--- config.mk ---
export PLATFORM = sky130hd
export DESIGN_NAME = aes_block_loader_flat
export DESIGN_NICKNAME = d
export VERILOG_FILES = /design/src/rtl/aes_pkg.sv /design/src/rtl/aes_block_loader_if.sv /design/src/rtl/aes_word_packer.sv /design/src/rtl/aes_block_loader.sv /design/src/flat_wrapper.sv
export SDC_FILE = /design/constraint.sdc
export NUM_CORES = 1
export LEC_CHECK = 0
export CAP_MARGIN = 5
export CORE_MARGIN = 1.5
export CORE_UTILIZATION = 44
export CTS_CLUSTER_SIZE = 24
export DETAILED_ROUTE_END_ITERATION = 7
export GPL_ROUTABILITY_DRIVEN = 0
export PLACE_DENSITY_LB_ADDON = 0.08
export SLEW_MARGIN = 20
export SYNTH_ARGS = -nofsm -noshare
export SYNTH_HDL_FRONTEND = slang
export SYNTH_SLANG_ARGS = --single-unit
--- constraint.sdc ---
create_clock -name clk -period 5.2 [get_ports clk]
set_clock_uncertainty 0.05 [all_clocks]
set_input_delay 1.56 -clock clk [delete_from_list [all_inputs] [get_ports clk]]
set_output_delay 1.56 -clock clk [all_outputs]
set_load 0.05 [all_outputs]
--- src/rtl/aes_pkg.sv ---
// Shared definitions for the AES front-end loader: block width, loader
// state encoding and the words-per-block helper.
package aes_pkg;

  localparam int unsigned AES_BLK_W = 128;

  typedef enum logic {
    FILL = 1'b0,
    HOLD = 1'b1
  } loader_state_e;

  // Number of WORD_W-bit words making up one 128-bit block.
  function automatic int unsigned aes_words(input int unsigned word_w);
    return AES_BLK_W / word_w;
  endfunction

endpackage

--- src/rtl/aes_block_loader_if.sv ---
// Stream-in / block-out bus of the AES block loader.
//   master : word source and block consumer (drives in_*, flush, blk_ready)
//   slave  : the loader (drives in_ready, blk_valid, data_out, key_out,
//            key_loaded, err_ovf)
interface aes_block_loader_if #(
  parameter int unsigned WORD_W = 32
) ();
  import aes_pkg::*;

  logic                 in_valid;
  logic                 in_ready;
  logic [WORD_W-1:0]    in_word;
  logic                 in_is_key;
  logic                 flush;
  logic                 blk_valid;
  logic                 blk_ready;
  logic [AES_BLK_W-1:0] data_out;
  logic [AES_BLK_W-1:0] key_out;
  logic                 key_loaded;
  logic                 err_ovf;

  modport master (
    output in_valid, in_word, in_is_key, flush, blk_ready,
    input  in_ready, blk_valid, data_out, key_out, key_loaded, err_ovf
  );

  modport slave (
    input  in_valid, in_word, in_is_key, flush, blk_ready,
    output in_ready, blk_valid, data_out, key_out, key_loaded, err_ovf
  );

endinterface

--- src/rtl/aes_word_packer.sv ---
// Packs a stream of WORD_W-bit words into a 128-bit shift register
// (first word ends up in the MSBs).
// Macro AES_LOADER_BSWAP_EN: byte-reverse each word before shifting it in.
// Ports:
//   clk, reset : clock, synchronous active-high reset
//   clr        : zero the word counter (register contents kept)
//   load       : a word is accepted this cycle
//   word       : incoming word
//   sreg       : 128-bit shift register
//   cnt        : words collected
//   complete   : WRAP=1: a full set was collected since the last restart
//                WRAP=0: counter saturated at WORDS, further loads dropped
module aes_word_packer
  import aes_pkg::*;
#(
  parameter int unsigned WORD_W = 32,
  parameter bit          WRAP   = 1'b0,
  localparam int unsigned WORDS = aes_words(WORD_W),
  localparam int unsigned CNT_W = $clog2(WORDS + 1)
) (
  input  logic                 clk,
  input  logic                 reset,
  input  logic                 clr,
  input  logic                 load,
  input  logic [WORD_W-1:0]    word,
  output logic [AES_BLK_W-1:0] sreg,
  output logic [CNT_W-1:0]     cnt,
  output logic                 complete
);

  logic [WORD_W-1:0] word_sw;
  logic              at_last;
  logic              full;
  logic              shift_en;

`ifdef AES_LOADER_BSWAP_EN
  // Byte reversal for little-endian hosts.
  always_comb begin
    word_sw = '0;
    for (int b = 0; b < int'(WORD_W / 8); b++) begin
      word_sw[b*8 +: 8] = word[WORD_W-8-b*8 +: 8];
    end
  end
`else
  assign word_sw = word;
`endif

  assign at_last  = (cnt == CNT_W'(WORDS - 1));
  assign full     = (cnt == CNT_W'(WORDS));
  // A saturated counter drops the word; in wrap mode full never occurs.
  assign shift_en = load && !full;

  // Shift register and word counter.
  always_ff @(posedge clk) begin
    if (reset) begin
      sreg <= '0;
      cnt  <= '0;
    end else if (clr) begin
      cnt <= '0;
    end else if (shift_en) begin
      sreg <= {sreg[AES_BLK_W-WORD_W-1:0], word_sw};
      cnt  <= (WRAP && at_last) ? '0 : cnt + CNT_W'(1);
    end
  end

  if (WRAP) begin : g_wrap
    logic done_q;
    // Set on the last word of a set, cleared when a new set starts.
    always_ff @(posedge clk) begin
      if (reset) begin
        done_q <= 1'b0;
      end else if (shift_en && at_last) begin
        done_q <= 1'b1;
      end else if (shift_en && (cnt == '0)) begin
        done_q <= 1'b0;
      end
    end
    assign complete = done_q;
  end else begin : g_sat
    assign complete = full;
  end

endmodule

--- src/rtl/aes_block_loader.sv ---
// Upstream feeder for the AES-128 core: collects key and plaintext words,
// then presents a {data, key} pair until the core takes it. The key is kept
// across blocks until a new one is streamed in.
// Macro AES_LOADER_BSWAP_EN: byte-reverse incoming words (WORD_W >= 16).
// Ports:
//   clk, reset : clock, synchronous active-high reset
//   bus        : aes_block_loader_if.slave (word stream in, block out)
module aes_block_loader
  import aes_pkg::*;
#(
  parameter int unsigned WORD_W = 32
) (
  input  logic               clk,
  input  logic               reset,
  aes_block_loader_if.slave  bus
);

  localparam int unsigned WORDS = aes_words(WORD_W);
  localparam int unsigned CNT_W = $clog2(WORDS + 1);

  loader_state_e          state;
  loader_state_e          state_next;
  logic                   data_clr;
  logic                   accept;
  logic                   key_ld;
  logic                   data_ld;
  logic                   data_full;
  logic                   key_loaded;
  logic                   blk_valid_q;
  logic                   err_ovf_q;
  logic [CNT_W-1:0]       key_cnt;
  logic [CNT_W-1:0]       data_cnt_unused;
  logic [AES_BLK_W-1:0]   key_sreg;
  logic [AES_BLK_W-1:0]   data_sreg;

  assign bus.in_ready = (state == FILL) && !bus.flush;
  assign accept       = bus.in_valid && bus.in_ready;
  assign key_ld       = accept && bus.in_is_key;
  assign data_ld      = accept && !bus.in_is_key;

  aes_word_packer #(.WORD_W(WORD_W), .WRAP(1'b1)) u_key (
    .clk      (clk),
    .reset    (reset),
    .clr      (1'b0),
    .load     (key_ld),
    .word     (bus.in_word),
    .sreg     (key_sreg),
    .cnt      (key_cnt),
    .complete (key_loaded)
  );

  aes_word_packer #(.WORD_W(WORD_W), .WRAP(1'b0)) u_data (
    .clk      (clk),
    .reset    (reset),
    .clr      (data_clr),
    .load     (data_ld),
    .word     (bus.in_word),
    .sreg     (data_sreg),
    .cnt      (data_cnt_unused),
    .complete (data_full)
  );

  // State register.
  always_ff @(posedge clk) begin
    if (reset) begin
      state <= FILL;
    end else begin
      state <= state_next;
    end
  end

  // Next state and data-counter clear.
  always_comb begin
    state_next = state;
    data_clr   = 1'b0;
    case (state)
      FILL: begin
        if (bus.flush) begin
          data_clr = 1'b1;
        end
        // A key mid-reload (counter non-zero) blocks the pair.
        if (data_full && key_loaded && (key_cnt == '0)) begin
          state_next = HOLD;
        end
      end
      HOLD: begin
        if (bus.blk_ready) begin
          data_clr   = 1'b1;
          state_next = FILL;
        end
      end
    endcase
  end

  // Registered status outputs.
  always_ff @(posedge clk) begin
    if (reset) begin
      blk_valid_q <= 1'b0;
      err_ovf_q   <= 1'b0;
    end else begin
      blk_valid_q <= (state_next == HOLD);
      err_ovf_q   <= data_ld && data_full;
    end
  end

  assign bus.blk_valid  = blk_valid_q;
  assign bus.err_ovf    = err_ovf_q;
  assign bus.key_loaded = key_loaded;
  assign bus.data_out   = data_sreg;
  assign bus.key_out    = key_sreg;

endmodule

--- src/flat_wrapper.sv ---
// flat-port wrapper written by rule: the top's interface ports become plain ports
module aes_block_loader_flat import aes_pkg::*;
#(
  parameter int unsigned WORD_W = 32
)
  (clk, reset, bus_in_valid, bus_in_word, bus_in_is_key, bus_flush, bus_blk_ready, bus_in_ready, bus_blk_valid, bus_data_out, bus_key_out, bus_key_loaded, bus_err_ovf);
  aes_block_loader_if #(.WORD_W(WORD_W)) bus_i ();
  input  logic clk;
  input  logic reset;
  input wire logic [$bits(bus_i.in_valid)-1:0] bus_in_valid;
  input wire logic [$bits(bus_i.in_word)-1:0] bus_in_word;
  input wire logic [$bits(bus_i.in_is_key)-1:0] bus_in_is_key;
  input wire logic [$bits(bus_i.flush)-1:0] bus_flush;
  input wire logic [$bits(bus_i.blk_ready)-1:0] bus_blk_ready;
  output wire logic [$bits(bus_i.in_ready)-1:0] bus_in_ready;
  output wire logic [$bits(bus_i.blk_valid)-1:0] bus_blk_valid;
  output wire logic [$bits(bus_i.data_out)-1:0] bus_data_out;
  output wire logic [$bits(bus_i.key_out)-1:0] bus_key_out;
  output wire logic [$bits(bus_i.key_loaded)-1:0] bus_key_loaded;
  output wire logic [$bits(bus_i.err_ovf)-1:0] bus_err_ovf;
  assign bus_i.in_valid = bus_in_valid;
  assign bus_i.in_word = bus_in_word;
  assign bus_i.in_is_key = bus_in_is_key;
  assign bus_i.flush = bus_flush;
  assign bus_i.blk_ready = bus_blk_ready;
  assign bus_in_ready = bus_i.in_ready;
  assign bus_blk_valid = bus_i.blk_valid;
  assign bus_data_out = bus_i.data_out;
  assign bus_key_out = bus_i.key_out;
  assign bus_key_loaded = bus_i.key_loaded;
  assign bus_err_ovf = bus_i.err_ovf;
  aes_block_loader #(.WORD_W(WORD_W)) u_core (.clk(clk), .reset(reset), .bus(bus_i));
endmodule
==> impl_metrics.toml <==
[status]
outcome = "finished, final reports clean"

[grt]
grt_first_pass_wirelength_um = 44000
track_usage_pct = 22.5
grt_overflow = 0
grt_pass1_vias = 7988
grt_max_degree = 104
grt_antenna_before_repair = 0

[power_and_ir_drop]
leakage_uw = 0.00503
p_switching_uw = 1000
powerDensity_mw_per_mm2 = 305
clkPwrFrac_pct = 45.6
seqPwrFrac_pct = 47.1
swShare_pct = 22.9
pwr-share-comb_pct = 7.2
vdd_ir_drop_max_mv = 0.221
power.internal_uw = 3380

[synth]
avgSynthCellArea_um2 = 10.0
ys_types = 32
synth-seq-area-share_pct = 51.2
syn-instance-count = 1033
yosys_warnings = 0
synth_ff_type = "dfxtp_1"
synth_seq_cells = 265
async_flop_share_pct = 0
syn_nets = 1075
netlist_area_mm2 = 0.0104
synth-edff-count = 0

[setup_path]
arrival_ns = 3.11
worstPathRequired_ns = 3.59
path_delay_family = "buffers and inverters"
crit_buf_inv = 2
critPathMaxStageDelay_ns = 0.82
cp-start-kind = "input pin"
cpMostUsedCell = "clkdlybuf4s50_1"
regToRegStartpoint = "u_core.state"
worstSetupEndpointType = "output port"
path_class = "in -> out"
crit_start = "bus_flush"
crit_chain = "clkdlybuf4s50_1, nor2_1, clkdlybuf4s50_1"
worst-r2r-setup-slack_ns = 2.82
crit_slowest_cell = "clkdlybuf4s50_1"
crit_fanout = 5

[finish]
num-nets-final = 1329
fillCellCount = 2027
drive_gt1_share_pct = 5.52
antennaDiodeCount = 0
area_growth_pct = 38.7
design_area_mm2 = 0.0144

[timing]
fin_setup_tns_ns = 0
tightest_slew_ns = 1.06
slew_violations = 0
finalSetupViolations = 0
fin_crit_ns = 4.72
finalHoldViolCount = 0
relSlewSlack_pct = 29.2
post-route-period-util_pct = 90.8
fmax_mhz = 212
fin_ws_ns = 0.479
grt_setup_unrepaired = "false"

[clocking]
clk-insertion-delay-late_ns = 0.53
postCtsSetupBuffers = 0
cts_tree = "yes"
cts_hold_buf = 0
path_clk_slew_ns = 0.06
cts_root_buf = "clkbuf_16"
htree_levels = 1
cts_buffer_depth = 3
cts.sinks = 265
cts_resized = 0
numCtsBuffers = 29

[drt]
drt-pass1-iter-count = 7
routed_wl_um = 28200
viasPerCell = 5.12
route.detailed.drc = 0
vias = 8276
ant_nets = 0
drt_iter0_markers = 399
routedWlPerCell_um = 17.5

[floorplanning]
initial_core_util_pct = 45.3
ios = 298
dieArea_mm2 = 0.0245
die_width_um = 156
dieHeight_um = 156
core_mm2 = 0.0228
row_count = 55

[placed_design]
dpl.hpwl_um = 19100
pre_cts_ws_ns = 0.469
placed_area_mm2 = 0.0134
io_buffers = 297

[hold_path]
hp-start = "u_core.u_data.sreg[127]"
hold_path.class = "reg -> reg"

[run]
cap_violations = 0
synth_stat cells (3+ instances only):
cell type,n,area [µm²]
a21oi_1,95,475
buf_12,6,120
buf_2,4,20.0
buf_4,6,45.0
clkbuf_1,69,259
dfxtp_1,265,5310
ha_1,4,50.1
inv_1,4,15.0
mux2i_1,168,1680
nand2_1,3,11.3
nand2b_1,203,1270
nand3_1,91,455
o21ai_0,93,465
worst min-delay path, delay by kind of cell, from the launching register on:
family          cells  cell delay [ns]
flops               1             0.30
compound gates      2             0.12
per-layer routing:
layer,global-route usage [%],up-vias,wire length [µm]
met5,0,-,0
met4,5.58,0,474
met3,7.62,35,2510
met2,37.7,267,13600
met1,27.8,3925,11700
li1,-,4049,-
worst paths after layout:
path | endpoint | depth (start not counted)
worst min-delay path | u_core.u_data.sreg[127] | 2
worst max-delay path | bus_in_ready | 3
worst max register to register | u_core.u_data.sreg[26] | 4
worst min register to register | u_core.u_data.sreg[127] | 2
sequential cells by signal, summed over array words and instances, names as in the netlist:
name	count
u_core.u_data.cnt	3
u_core.bus.err_ovf	1
u_core.u_data.sreg	128
u_core.state	1
u_core.u_key.cnt	3
u_core.u_key.sreg	128
u_core.u_key.complete	1
cells in the final DEF, fill, tap and decap left out, drive strengths merged:
cell type / netlist / final
a21oi: 95 / 95
and2: 2 / 2
and4b: 1 / 1
buf: 19 / 15
bufinv: 0 / 1
clkbuf: 69 / 42
clkdlybuf4s50: 0 / 296
clkinv: 0 / 4
dfxtp: 265 / 265
ha: 4 / 4
inv: 4 / 5
mux2i: 168 / 168
nand2: 4 / 4
nand2b: 203 / 203
nand3: 91 / 91
nand4: 1 / 1
nand4bb: 1 / 1
nor2: 3 / 3
nor2b: 1 / 1
nor3: 2 / 2
nor4b: 2 / 2
nor4bb: 1 / 1
o21ai: 93 / 93
o21ba: 1 / 1
o21bai: 1 / 1
or2: 1 / 1
or4b: 1 / 1
cell families (layout without fill, tap and decap cells):
group	count (synthesis)	in the layout	share of synthesized area (%)
AOI/OAI and AO/OA	190	190	9.25
DFF	265	265	51.2
and+or+nand+nor	314	314	18.2
adders and majority gates	4	4	0.483
muxes	168	168	16.2
buffers and inverters	92	363	4.62
power by group through the flow:
stage	Combinational, µW	Clock, µW	Sequential, µW
floorplan	139	0	2180
global placement	319	0	2110
detailed placement	320	0	2110
CTS	321	2050	2070
global route	336	2140	2070
finish	317	2000	2070
through the flow:
stage	util (%)	cells	hold WS, ns	power (µW)
after floorplan	-	1033	0.401	2320
after global placement	58.8	1569	0.410	2430
after detailed placement	58.8	1569	0.416	2430
after CTS	62.9	1617	0.424	4430
after global routing	62.9	1617	0.440	4540
final	62.9	1617	0.421	4380
cell type report:
class	instances	area, µm²	share of cell area, %
clock buffers	42	875	6.09
inverters	4	15.0	0.105
flip-flops and latches	265	5310	36.9
clock inverters	6	58.8	0.409
multi-input cells	676	4610	32.1
repair buffers	311	3100	21.6
well taps	313	392	2.73
(Power assumes the default switching activity.)
